**src/rtl/reg_file_module.sv**
```systemverilog
// 32 x XLEN register file with asynchronous read ports, one write port and a
// clear sequencer that zeroes x1..x(NREGS-1) after reset while holding busy.
module reg_file_module #(
    parameter int XLEN           = 32,
    parameter int NREGS          = 32,
    parameter int AW             = 5,
    parameter bit CLEAR_ON_RESET = 1'b1
) (
    input  logic            clk,
    input  logic            rst,
    input  logic [AW-1:0]   A1,
    input  logic [AW-1:0]   A2,
    input  logic [AW-1:0]   A3,
    input  logic [XLEN-1:0] WD3,
    input  logic            WE3,
    output logic [XLEN-1:0] RD1,
    output logic [XLEN-1:0] RD2,
    input  logic [AW-1:0]   dbg_addr,
    output logic [XLEN-1:0] dbg_data,
    output logic            busy,
    output logic            wr_drop
);

    typedef enum logic {READY, CLEAR} state_t;

    localparam logic [AW:0]   NREGS_W = (AW+1)'(NREGS);
    localparam logic [AW-1:0] LAST    = AW'(NREGS - 1);

    state_t          state_reg;
    logic [AW-1:0]   clr_cnt_reg;
    logic            busy_reg;
    logic            wr_drop_reg;
    logic            wr_en;

    // x0 is never stored; it is synthesised as a constant zero on reads
    logic [XLEN-1:0] mem_reg [1:NREGS-1];

    function automatic logic addr_ok(input logic [AW-1:0] a);
        return (a != '0) && ({1'b0, a} < NREGS_W);
    endfunction

    assign wr_en = WE3 & ~busy_reg & addr_ok(A3);

    always_ff @(posedge clk) begin
        if (rst) begin
            wr_drop_reg <= 1'b0;
            clr_cnt_reg <= AW'(1);
            if (CLEAR_ON_RESET) begin
                state_reg <= CLEAR;
                busy_reg  <= 1'b1;
            end else begin
                state_reg <= READY;
                busy_reg  <= 1'b0;
            end
        end else begin
            wr_drop_reg <= WE3 & busy_reg & (A3 != '0);
            case (state_reg)
                CLEAR: begin
                    clr_cnt_reg <= clr_cnt_reg + 1'b1;
                    if (clr_cnt_reg == LAST) begin
                        state_reg <= READY;
                        busy_reg  <= 1'b0;
                    end
                end
                default: begin
                    state_reg <= READY;
                    busy_reg  <= 1'b0;
                end
            endcase
        end
    end

    // The clear sequencer owns the write port while busy; user writes are dropped
    always_ff @(posedge clk) begin
        if (!rst) begin
            if (state_reg == CLEAR) begin
                mem_reg[clr_cnt_reg] <= '0;
            end else if (wr_en) begin
                mem_reg[A3] <= WD3;
            end
        end
    end

    // No write bypass: a same-cycle read of A3 sees the pre-edge contents
    assign RD1      = (!busy_reg && addr_ok(A1))       ? mem_reg[A1]       : '0;
    assign RD2      = (!busy_reg && addr_ok(A2))       ? mem_reg[A2]       : '0;
    assign dbg_data = (!busy_reg && addr_ok(dbg_addr)) ? mem_reg[dbg_addr] : '0;

    assign busy    = busy_reg;
    assign wr_drop = wr_drop_reg;

endmodule

```
**config.mk**
```make
export PLATFORM = sky130hd
export DESIGN_NAME = reg_file_module
export DESIGN_NICKNAME = d
export VERILOG_FILES = /design/src/rtl/reg_file_module.sv
export SDC_FILE = /design/constraint.sdc
export NUM_CORES = 2
export LEC_CHECK = 0
export CAP_MARGIN = 20
export CORE_ASPECT_RATIO = 0.5
export CORE_UTILIZATION = 35
export CTS_CLUSTER_SIZE = 30
export DETAILED_ROUTE_END_ITERATION = 10
export DONT_BUFFER_PORTS = 1
export PLACE_DENSITY = 0.62
export SYNTH_ARGS = -nofsm -noshare
export SYNTH_HDL_FRONTEND = slang
export SYNTH_SLANG_ARGS = --single-unit
```
**constraint.sdc**
```tcl
create_clock -name clk -period 6.8 [get_ports clk]
set_clock_uncertainty 0.2 [all_clocks]
set_input_delay 1.36 -clock clk [delete_from_list [all_inputs] [get_ports clk]]
set_output_delay 1.36 -clock clk [all_outputs]
set_load 0.01 [all_outputs]
```
==> out/qor.csv <==
stage,metric,value,unit
synth,yosys.area_share.xor_xnor,0.0317,%
sta,grt_setup_unrepaired,no,
synth,syn_inst,3921,
global_routing,grt_pass1_wl,297,mm
sta,fmax,167,MHz
global_routing,grtUsageTotal,26.2,%
critical_path,reg2reg_from,busy$_SDFFE_PP1N_,
clocking,cts_tree,yes,
worst_hold_path,whs_endpoint,clr_cnt_reg[0]$_SDFFE_PP1P_,
synth,yosys-mux-area-fraction,29.2,%
floorplan,die_area,160000,µm²
clocking,cts.sinks,1000,
floorplan,die_w,564,µm
placed_design,portBuffers,0,
power_and_ir_drop,p_leak,21.9,nW
floorplan,io-pin-count,153,
clocking,cts.hold.buffers_added,0,
critical_path,reg2reg_depth,6,
synth,synth_edf_count,992,
final_layout,num-nets-final,3811,
run,maxCapViolCount,0,
sta,hold_ws,349,ps
synth,synth_area,55300,µm²
route,postRouteAntennaNets,0,
route,routed_wl,217,mm
route,vias,40527,
clocking,cts.reportedPaths.clkPinSlew,70,ps
synth,synth_fp_nets,3978,
synth,synth_compound_area_share,8.26,%
sta,setup_viol,0,
sta,relSlewSlack,16.8,%
critical_path,worstSetupStartpointType,input port,
critical_path,cp.arrival,4410,ps
sta,fin_setup_tns,0,ps
route,detail_route.vias_per_cell,6.85,
synth,synth_area_leader_cell,edfxtp_1,
sta,fin_crit_sh,87.8,%
route,initialDrtViolationCount,6932,
synth,netlist_top_cells_area,"edfxtp_1 (54%), mux2i_1 (18%), mux4_2 (9.8%)",
synth,postSynth.asyncResetShare,0,%
clocking,numCtsBuffers,93,
sta,period_needed,5970,ps
synth,yosys_warnings,0,
worst_hold_path,hp-class,flip-flop to flip-flop,
synth,synth_fa_ha_area_share,0.0452,%
worst_hold_path,holdPathStages,2,
placed_design,hpwl,121,mm
route,drc_errors,0,
final_layout,largest_register_ffs,992,
synth,synth_area_per_cell,14.1,µm²
critical_path,path_max_fanout,193,
floorplan,start_util,35.5,%
floorplan,fp.dieH,283,µm
outcome,status,"finished, final reports clean",
synth,synth_most_common_cell,mux2i_1,
final_layout,area_growth,9.62,%
clocking,clockRootBuffer,clkbuf_16,
worst_hold_path,holdCritStartpoint,clr_cnt_reg[0]$_SDFFE_PP1P_,
final_layout,final_layout_size_suffix_gt1_share,15.9,%
synth,synth_top_family_by_area,multiplexers,
synth,synth_common_cells,"mux2i_1 (999), edfxtp_1 (992), mux4_2 (240)",
clocking,htreeDepth,3,
clocking,cts_resized,0,
sta,maxSlewViolCount,0,
placed_design,dp.cells,5734,
placed_design,gp_congestion,0.890,
floorplan,core,156000,µm²
clocking,postCtsSetupBuffers,0,
synth,yosys.area_share.simple,5.48,%
critical_path,crit_path_end_kind,primary output,
synth,synth_top_area_share,53.8,%
power_and_ir_drop,ir_worst_vdd,0.206,mV
final_layout,finalNonFillerCells,5913,
synth,synthFlopType,edfxtp_1,
critical_path,reg2reg_slack,3270,ps
route,drtPass1Iterations,8,
clocking,worstSkewPairLatency,700,ps
sta,hold_viol,0,
synth,ys_seq_elements,1000,
global_routing,grt_pass1_vias,38999,
clocking,cts_buffer_depth,3,
critical_path,required,5240,ps
critical_path,critPathMaxStageDelay,1150,ps
global_routing,antenna_found_initial,16,
synth,synth_cell_type_count,53,
power_and_ir_drop,p_total,13.0,mW
critical_path,cp_cell_sequence,"or3b_2, o22ai_1, a2111oi_0, a211oi_1, buf_4",
critical_path,timing.rr.end,mem_reg[10][20]$_DFFE_PP_,
critical_path,path_class,input port to primary output,
global_routing,grt-ovfl-total,0,
global_routing,grt_max_degree,293,
route,routedWlPerCell,36.6,µm
critical_path,crit_slowest_cell,or3b_2,
power_and_ir_drop,pwr_density_cell,214,nW/µm²
synth,ys_seq_area_share,54.1,%
sta,worstMarginPinSlew,1240,ps
floorplan,rows,102,
==> area by class of cell <==
class	count	area, µm²
fill	14186	95200
sequential	1000	29900
multi-input combinational	2556	24200
tap	2080	2600
clock buffer	117	2420
timing repair buffer	101	931
clock inverter	47	529
antenna	10	25.0
inverter	2	7.51
==> critical path: cells and delay by family <==
| family | cells | cell delay [ps] |
|---|---|---|
| AO/OA/AOI/OAI | 3 | 1190 |
| buffers and inverters | 1 | 260 |
| AND/OR/NAND/NOR | 1 | 1150 |
==> placed cells by master, fill, tap and decap left out, types with 10 or more instances in the layout <==
| cell type | instances |
|---|---|
| o21ai_0 | 64 |
| clkbuf_16 | 94 |
| o221ai_1 | 32 |
| clkinv_2 | 10 |
| bufinv_16 | 11 |
| nor4_1 | 24 |
| nand3_1 | 65 |
| mux4_2 | 240 |
| clkinv_1 | 18 |
| a22oi_1 | 192 |
| buf_4 | 89 |
| diode_2 | 10 |
| o22ai_1 | 120 |
| nand2_1 | 163 |
| and2_1 | 32 |
| nor4_2 | 17 |
| nor2_1 | 144 |
| clkbuf_1 | 24 |
| a211oi_1 | 96 |
| mux2_2 | 65 |
| edfxtp_1 | 992 |
| a221oi_1 | 24 |
| mux2i_1 | 999 |
| o2111ai_1 | 32 |
| nand4_1 | 98 |
| o2bb2ai_1 | 32 |
| nor3_2 | 13 |
==> metal layers <==
metal | wire [µm] | up-vias | GRT usage (%)
met2 | 90300 | 3334 | 37.4
met5 | 41 | - | 0
met4 | 9760 | 6 | 10.8
met1 | 83400 | 20895 | 36.7
li1 | - | 15724 | -
met3 | 33100 | 568 | 8.09
==> kinds of logic (layout without fill, tap and decap cells) <==
group                    count (synthesis)  after routing
AO/OA/AOI/OAI                          630            630
XOR/XNOR                                 2              2
adder cells (fa/ha/maj)                  2              2
buffers and inverters                  365            267
flip-flops                            1000           1000
multiplexers                          1306           1306
other                                    0             10
AND/OR/NAND/NOR                        616            616
==> worst max-delay path by stage <==
stage	slack, ps	cells after the start	start	end
2_1_floorplan	330	6	A3[4]	mem_reg[10][0]$_DFFE_PP_
3_3_place_gp	1410	6	dbg_addr[0]	dbg_data[0]
3_5_place_dp	1390	6	dbg_addr[0]	dbg_data[0]
4_1_cts	1430	6	dbg_addr[0]	dbg_data[0]
5_1_grt	1090	5	dbg_addr[0]	dbg_data[2]
6_report	830	5	dbg_addr[0]	dbg_data[21]
==> power by group <==
| part | switching [mW] | internal, mW |
|---|---|---|
| Combinational | 0.464 | 0.415 |
| Clock | 2.44 | 2.93 |
| Sequential | 0.0313 | 6.72 |
==> stage by stage <==
| step | cell area [µm²] | setup WS, ps | utilization [%] |
|---|---|---|---|
| after global placement | 57600 | 1410 | 36.9 |
| after floorplan | 55300 | 325 | - |
| after global routing | 60700 | 1090 | 38.9 |
| after detailed placement | 57600 | 1390 | 36.9 |
| final | 60700 | 828 | 38.9 |
| after CTS | 60500 | 1430 | 38.8 |
(Power assumes the default switching activity.)
